`src/rtl/fetch_unit.sv`:
```
// Instruction-fetch stage: owns the fetch PC, issues fixed-latency memory requests,
// queues returned instructions with their PCs, and resolves branch/jump/jr redirects.
module fetch_unit #(
    parameter int unsigned            ADDR_WIDTH = 32,
    parameter logic [ADDR_WIDTH-1:0]  RESET_PC   = '0,
    parameter int unsigned            DEPTH      = 4
) (
    input  logic                  clk,
    input  logic                  reset,
    output logic                  imem_req,
    output logic [ADDR_WIDTH-1:0] imem_addr,
    input  logic [31:0]           imem_rdata,
    output logic [31:0]           instr,
    output logic [ADDR_WIDTH-1:0] instr_pc,
    output logic                  instr_valid,
    input  logic                  instr_ready,
    input  logic                  redirect,
    input  logic [1:0]            redirect_kind,
    input  logic [ADDR_WIDTH-1:0] redirect_pc,
    input  logic [25:0]           redirect_field,
    input  logic [ADDR_WIDTH-1:0] redirect_reg,
    output logic                  align_err
);

    localparam int unsigned PTR_W = $clog2(DEPTH);
    localparam int unsigned CNT_W = PTR_W + 1;

    logic [ADDR_WIDTH-1:0] fetch_pc_q, fetch_pc_d;
    logic                  inflight_q, inflight_d;
    logic [ADDR_WIDTH-1:0] inflight_pc_q, inflight_pc_d;
    logic [PTR_W-1:0]      rd_ptr_q, rd_ptr_d;
    logic [PTR_W-1:0]      wr_ptr_q, wr_ptr_d;
    logic [CNT_W-1:0]      count_q, count_d;
    logic                  align_err_q, align_err_d;

    logic [31:0]           instr_mem_q [DEPTH];
    logic [ADDR_WIDTH-1:0] pc_mem_q    [DEPTH];

    logic                  push_c;
    logic                  pop_c;
    logic [CNT_W:0]        used_c;
    logic [ADDR_WIDTH-1:0] p4_c;
    logic [ADDR_WIDTH-1:0] target_c;
    logic [31:0]           boff_c;
    logic [31:0]           p4_ext_c;
    logic [31:0]           jt_ext_c;

    // Credit check counts queued plus in-flight entries; a same-cycle pop is not credited.
    assign used_c   = {1'b0, count_q} + (CNT_W+1)'(inflight_q);
    assign imem_req = reset & ~redirect & (used_c < (CNT_W+1)'(DEPTH));
    assign push_c   = inflight_q & ~redirect;
    assign pop_c    = (count_q != '0) & instr_ready & ~redirect;

    assign imem_addr   = fetch_pc_q;
    assign instr       = instr_mem_q[rd_ptr_q];
    assign instr_pc    = pc_mem_q[rd_ptr_q];
    assign instr_valid = (count_q != '0);
    assign align_err   = align_err_q;

    // Redirect target: branch, jump (region of pc+4), or word-aligned register.
    always_comb begin
        p4_c     = redirect_pc + ADDR_WIDTH'(4);
        boff_c   = {{14{redirect_field[15]}}, redirect_field[15:0], 2'b00};
        p4_ext_c = '0;
        p4_ext_c[ADDR_WIDTH-1:0] = p4_c;
        jt_ext_c = (p4_ext_c & 32'hF000_0000) | {4'b0000, redirect_field, 2'b00};
        unique case (redirect_kind)
            2'b00:   target_c = p4_c + boff_c[ADDR_WIDTH-1:0];
            2'b01:   target_c = jt_ext_c[ADDR_WIDTH-1:0];
            default: target_c = {redirect_reg[ADDR_WIDTH-1:2], 2'b00};
        endcase
    end

    always_comb begin
        fetch_pc_d    = fetch_pc_q;
        inflight_d    = 1'b0;
        inflight_pc_d = inflight_pc_q;
        rd_ptr_d      = rd_ptr_q;
        wr_ptr_d      = wr_ptr_q;
        count_d       = count_q;
        align_err_d   = 1'b0;
        if (redirect) begin
            fetch_pc_d  = target_c;
            rd_ptr_d    = '0;
            wr_ptr_d    = '0;
            count_d     = '0;
            align_err_d = redirect_kind[1] & (redirect_reg[1:0] != 2'b00);
        end else begin
            if (imem_req) begin
                fetch_pc_d    = fetch_pc_q + ADDR_WIDTH'(4);
                inflight_d    = 1'b1;
                inflight_pc_d = fetch_pc_q;
            end
            if (push_c) wr_ptr_d = wr_ptr_q + PTR_W'(1);
            if (pop_c)  rd_ptr_d = rd_ptr_q + PTR_W'(1);
            unique case ({push_c, pop_c})
                2'b10:   count_d = count_q + CNT_W'(1);
                2'b01:   count_d = count_q - CNT_W'(1);
                default: count_d = count_q;
            endcase
        end
    end

    always_ff @(posedge clk or negedge reset) begin
        if (!reset) begin
            fetch_pc_q    <= RESET_PC;
            inflight_q    <= 1'b0;
            inflight_pc_q <= '0;
            rd_ptr_q      <= '0;
            wr_ptr_q      <= '0;
            count_q       <= '0;
            align_err_q   <= 1'b0;
            for (int i = 0; i < int'(DEPTH); i++) begin
                instr_mem_q[i] <= '0;
                pc_mem_q[i]    <= '0;
            end
        end else begin
            fetch_pc_q    <= fetch_pc_d;
            inflight_q    <= inflight_d;
            inflight_pc_q <= inflight_pc_d;
            rd_ptr_q      <= rd_ptr_d;
            wr_ptr_q      <= wr_ptr_d;
            count_q       <= count_d;
            align_err_q   <= align_err_d;
            if (push_c) begin
                instr_mem_q[wr_ptr_q] <= imem_rdata;
                pc_mem_q[wr_ptr_q]    <= inflight_pc_q;
            end
        end
    end

endmodule

```
`config.mk`:
```
export PLATFORM = sky130hd
export DESIGN_NAME = fetch_unit
export DESIGN_NICKNAME = d
export VERILOG_FILES = /design/src/rtl/fetch_unit.sv
export SDC_FILE = /design/constraint.sdc
export NUM_CORES = 1
export LEC_CHECK = 0
export ABC_AREA = 1
export CAP_MARGIN = 20
export CORE_ASPECT_RATIO = 1.5
export CORE_UTILIZATION = 55
export DETAILED_ROUTE_END_ITERATION = 6
export PLACE_DENSITY_LB_ADDON = 0.25
export SLEW_MARGIN = 10
export SYNTH_ARGS = -nofsm -noshare
export SYNTH_HDL_FRONTEND = slang
export SYNTH_SLANG_ARGS = --single-unit
```
`constraint.sdc`:
```
create_clock -name clk -period 3.4 [get_ports clk]
set_input_delay 0.51 -clock clk [delete_from_list [all_inputs] [get_ports clk]]
set_output_delay 0.51 -clock clk [all_outputs]
set_load 0.01 [all_outputs]
```
[After elaboration in Yosys (flattened, before gate mapping)]
Index checks and enable logic that the tools add are counted.
W data, S select, Z words.
Cells by class
  reduce and logical (&&, ||, !) cells: 9
  equality and inequality tests: 3
  bitwise gates (word level): 10
  div/mod/pow operators: 0
  multiplexer cells: 22
  $lt $le $gt $ge: 4
  add/sub/neg operators: 8
  shifts and indexed selects: 0
  multipliers: 0
Operators by type and width (number)
  $bwmux W128: 2
  $mux W32: 7
  $bmux W32 S2: 2
  $add A32 B3 Y32 const B: 2
  $demux W32 S2: 1
  $pmux W32 S2: 1
  $add A32 B32 Y32: 1
  $or A32 B28 Y32: 1
  $mux W2: 4
  $reduce_bool A2 Y1: 4
  $and A1 B1 Y1: 6
  $ge A3 B3 Y1 const B: 2
  $not A2 Y3: 2
  $pmux W3 S2: 1
  $reduce_bool A3 Y1: 2
  $add A2 B1 Y2 const B: 2
  $add A3 B1 Y4: 1
  $eq A2 B1 Y1 const B: 2
  $lt A4 B3 Y1 const B: 1
  $add A3 B1 Y3 const B: 1
  $lt A3 B1 Y1 const B: 1
  $mux W1: 3
  $mux W3: 1
  $sub A3 B1 Y3 const B: 1
  5 further kinds: 5
Word-level totals
  output and inout port bits: 99
  register bits after elaboration: 329
  word-level logic and storage cells: 71
  bits of input ports: 128
  memory bits (writable): 0
  latch bits: 0
  memories: 0
  bits in read-only memories: 0

[Longest topological paths before layout]
  depth in word-level cells: 6
  gate-level depth with buffers: 24
  gate-level depth less buffers: 24

[Worst setup path before layout]
Ideal clock, no wire load.
  path kind: input to register
  start: input port redirect_pc[2]
  end: register fetch_pc_q[30] (netlist: imem_addr[30])
  required time: 3283 ps
  stages: 20
  slack: 625 ps
  buffers on the path: 0
  setup time: 117 ps
  arrival time: 2658 ps
  cell sequence: ha_1 nand3_1 nor2_1 nand3_1 nand3b_4 nor3_2 xnor2_1 inv_1 ha_1 nand2_1 nor3_1 nand2_1 nor2_1 nand2_1 nand2_1 nand2_1 nand3_1 nand2_1 nand2_1 nand2_1
Between the ends
  cells in the longest elaborated chain, start to end: 4
  elaborated cells between the ends (all ways): 5
  those cells by class: add/sub (2); mux (2); bitwise (1)
RTL lines
  from (decl): RTL line 19  | input logic [ADDR_WIDTH-1:0] redirect_pc,
  $add A32 B3 Y32 *: RTL line 62  | p4_c = redirect_pc + ADDR_WIDTH'(4);
  $add A32 B32 Y32 or $or A32 B28 Y32 (tied branches): RTL line 68, 66
  $pmux W32 S2 *: RTL line 67  | unique case (redirect_kind)
  $mux W32 *: RTL line 82  | if (redirect) begin
  to (signal assigned): RTL line 118  | fetch_pc_q <= fetch_pc_d;
  to (decl): RTL line 28  | logic [ADDR_WIDTH-1:0] fetch_pc_q, fetch_pc_d;
Every way passes the cells marked *; elsewhere a longest branch is shown, timed or not.
A chain may end at the register's enable or synchronous reset.

[Worst setup path after layout]
  start: input port redirect_pc[2]
  end: register fetch_pc_q[28] (netlist: imem_addr[28])
The elaborated chain is that of the path after synthesis.

==> flow_summary.toml <==
[pwr]
p_sw_share_pct = 34.6
powerDensity_nw_per_um2 = 640
power_switching_mw = 5.07
worst_ir_drop_vdd_mv = 0.481
total_leakage_power_nw = 11.2
p_int_mw = 9.59
power.share.clock_pct = 24.7
p_comb_share_pct = 36.3
seq_power_share_pct = 39.1

[worst_setup_path]
crit_path_start = "redirect_pc[2]"
criticalPathCategory = "input pin to flip-flop"
cp_slowest_cell = "sky130_fd_sc_hd__clkdlybuf4s50_1"
critical_path_peak_fanout = 4
rrSetupSlack_ps = 1160
r2r_cells = 10
crit_path_start_kind = "input pin"
crit_required_ps = 3880
worstPathArrival_ps = 3690
critPathMaxStageDelay_ps = 510
worstSetupEndpointType = "flip-flop"
path_cells = "clkdlybuf4s50_1, buf_4, nand3_2, nor2_2, nand4_1, nor2_2, nand4_1, nor3_2, xnor2_1, inv_1, ha_4, nand2_1, nor2_2, nand2_1, inv_1, nand3_2, nand3_1, nand3_1, nand2_1, inv_1, nor2_1"
critical_path_buf_inv_count = 5
rr_startpoint = "imem_addr[18]"
path_delay_family = "simple AND/OR/NAND/NOR gates"
r2r_end = "imem_addr[23]"

[place]
number_of_cells_after_detailed_placement = 3102
buffer_ports.inserted = 226
post-dp-hpwl_um = 39200
gp_congestion = 1.06

[cells_and_area]
area.sequential_um2 = 8240
fillers = 2602
fin_util_pct = 70.5
multiInputGateArea_um2 = 8590
num-nets-final = 2890
drive_gt1_share_pct = 9.81
n_antenna_cell = 0
area_growth_pct = 26.7
layoutNonFillerInstCount = 3157

[timing]
slew_headroom_pct = 48.4
tightestPinTransition_ps = 771
min_period_over_period_pct = 94.5
hold_viol_final = 0
max_slew_violations = 0
rsz0062_at_grt = "true"
layout_min_cycle_time_ps = 3210
clock.fmax_mhz = 311
setup-violations-final = 0
timing.setup.tns_ps = 0
final.setup_skew_ps = 12.3

[yosys]
synth.net_count = 2600
synth.largest_area_cell = "sky130_fd_sc_hd__dfrtp_1"
synth_top_cells_by_area = "sky130_fd_sc_hd__dfrtp_1 (45%), sky130_fd_sc_hd__nand2_1 (13%), sky130_fd_sc_hd__o21ai_0 (12%), sky130_fd_sc_hd__inv_1 (5.0%), sky130_fd_sc_hd__nor2_1 (4.5%)"
ys.flop_type = "sky130_fd_sc_hd__dfrtp_1"
synthCells = 2430
synth_seq_cells = 329
synth.distinct_cells = 45
synth-seq-area-share_pct = 45.5
synth.cell_area_um2 = 18100
synth_area_per_cell_um2 = 7.45
synth.top_cell.area_share_pct = 45.5
number_of_enable_type_register_cells_in_the_synthesized_netlist = 0
async_reset_ff_share_pct = 100
yosysWarnings = 0

[floorplanning]
die_area_um2 = 33700
fp.dieW_um = 150
design.portCount = 227
floorplan.initialDensity_pct = 55.6
std_cell_rows = 81
die_y_um = 224
placeableCoreArea_um2 = 32500

[detailed_routing]
number_of_vias_in_the_routed_layout = 17866
remaining_drc_errors = 0
dr.first_iter.drc_count = 1152
routed_via_density = 5.66
antenna_violating_nets_post_route = 0
drt_first_pass_iters = 5
totalWireLength_um = 54900
wl_per_cell_um = 17.4

[grt]
track_usage_pct = 32.8
grt_overflow = 0
grt_max_degree = 152
via_count_of_the_first_global_routing_pass = 17635
global_route.usage.met3_pct = 3.40
grt_antenna_before_repair = 0
grt.met2_usage_pct = 59.1
grt.busiest_layer = "met2"
grt.met1_usage_pct = 36.3
first_pass_grt_wire_length_um = 86700

[clocking]
register_clock_pin_slew_on_the_reported_worst_setup_and_hold_paths_ps = 70
cts_tree = "yes"
numClockSinks = 329
cts_root_buf = "sky130_fd_sc_hd__clkbuf_16"
clockBufferDepth = 3
numCtsBuffers = 29
clock_insertion_delay_at_the_later_pin_of_the_skew_report_ps = 550
ctsHtreeMaxLevel = 1

[worst_hold_path]
classification_of_the_worst_slack_hold_path = "input pin to asynchronous set/reset pin"

[run]
maxCapViolations = 0

[status]
run_status = "completed"
cell families (layout without fill, tap and decap cells):
kind of cell / after synthesis / after routing / synth area share (%)
AO/OA/AOI/OAI: 610 / 610 / 18.0
XOR/XNOR: 33 / 33 / 1.60
adder cells (fa/ha/maj): 42 / 42 / 2.99
buffers and inverters: 366 / 678 / 7.63
flip-flops: 329 / 329 / 45.5
AND/OR/NAND/NOR: 1050 / 1050 / 24.3
final cells by class:
class / count / share of cell area (%)
clock buffer: 40 / 3.65
sequential: 329 / 35.9
clock inverter: 13 / 0.988
multi-input combinational: 1735 / 37.5
inverter: 244 / 4.00
tap: 415 / 2.26
timing repair buffer: 381 / 15.7
worst max-delay path by stage:
stage	end	slack, ps	cells after the start
2_1_floorplan	imem_addr[30]	620	20
3_3_place_gp	imem_addr[28]	-330	24
3_5_place_dp	imem_addr[28]	-430	23
4_1_cts	imem_addr[28]	130	23
5_1_grt	imem_addr[31]	-20	23
6_report	imem_addr[28]	190	21
flip-flops by register name (all words and copies together), names as in the netlist:
signal / cells
count_q: 3
imem_addr: 32
rd_ptr_q: 2
inflight_pc_q: 32
instr_mem_q: 128
align_err: 1
wr_ptr_q: 2
pc_mem_q: 128
inflight_q: 1
power groups by stage:
stage / clock (mW) / sequential, mW / combinational [mW]
after floorplan: 0 / 5.60 / 2.82
after global placement: 0 / 5.72 / 5.11
after detailed placement: 0 / 5.77 / 5.26
after CTS: 3.66 / 5.72 / 5.32
after global routing: 3.81 / 5.86 / 5.89
final: 3.62 / 5.73 / 5.32
cell usage after synthesis, types with 4 or more instances:
cell type	instances
sky130_fd_sc_hd__xnor2_1	11
sky130_fd_sc_hd__buf_2	6
sky130_fd_sc_hd__ha_1	40
sky130_fd_sc_hd__or2_2	5
sky130_fd_sc_hd__nor2_4	7
sky130_fd_sc_hd__a221oi_1	15
sky130_fd_sc_hd__nor2_2	4
sky130_fd_sc_hd__clkbuf_1	113
sky130_fd_sc_hd__o21bai_1	6
sky130_fd_sc_hd__xor2_1	22
sky130_fd_sc_hd__o21ai_1	5
sky130_fd_sc_hd__nor2_1	219
sky130_fd_sc_hd__nand3_1	100
sky130_fd_sc_hd__dfrtp_1	329
sky130_fd_sc_hd__nand2_2	5
sky130_fd_sc_hd__inv_2	4
sky130_fd_sc_hd__o211ai_1	6
sky130_fd_sc_hd__o21ai_0	448
sky130_fd_sc_hd__a21oi_1	50
sky130_fd_sc_hd__nand2_1	642
sky130_fd_sc_hd__o22ai_1	66
sky130_fd_sc_hd__nor3_1	23
sky130_fd_sc_hd__nand3b_1	4
sky130_fd_sc_hd__nand4_1	19
sky130_fd_sc_hd__inv_1	240
sky130_fd_sc_hd__a21o_1	4
per-layer routing:
metal  part of all wire [%]  routed length [um]  vias up
met1                     37               20200     8523
met4                    6.8                3710        0
met2                     52               28400      620
met3                    4.9                2670      170
met5                      0                   0        -
li1                       -                   -     8553
metrics by stage:
stage | worst slack (ps) | total power [mW] | hold slack, ps | cell area, um2
2_1_floorplan | 625 | 8.42 | 214 | 18100
3_3_place_gp | -334 | 10.8 | 403 | 21800
5_1_grt | -16.2 | 15.6 | 447 | 22900
3_5_place_dp | -430 | 11.0 | 407 | 21800
6_report | 187 | 14.7 | 419 | 22900
4_1_cts | 134 | 14.7 | 426 | 22800
placed cells by master, fill, tap and decap left out, drive strengths merged, types with 4 or more instances in the layout:
cell type | Yosys | layout
nand3b | 5 | 5
o21ai | 453 | 453
o22ai | 66 | 66
clkdlybuf4s50 | 0 | 225
nand4 | 22 | 22
a221oi | 15 | 15
nand3 | 105 | 105
ha | 40 | 40
dfrtp | 329 | 329
xor2 | 22 | 22
nor3 | 27 | 27
or2 | 7 | 7
nor2 | 230 | 230
inv | 244 | 244
a21o | 4 | 4
o211ai | 6 | 6
clkbuf | 113 | 40
o21bai | 6 | 6
xnor2 | 11 | 11
a21oi | 51 | 51
clkinv | 0 | 7
bufinv | 0 | 6
buf | 9 | 155
nand2 | 647 | 647
timing repair:
item,4_1_cts,5_1_grt
hold endpoints to repair,33,0
resized for setup,0,18
hold buffers,1,0
setup endpoints to repair,0,7
setup buffers,0,1
Power figures use the tool's default switching activity.
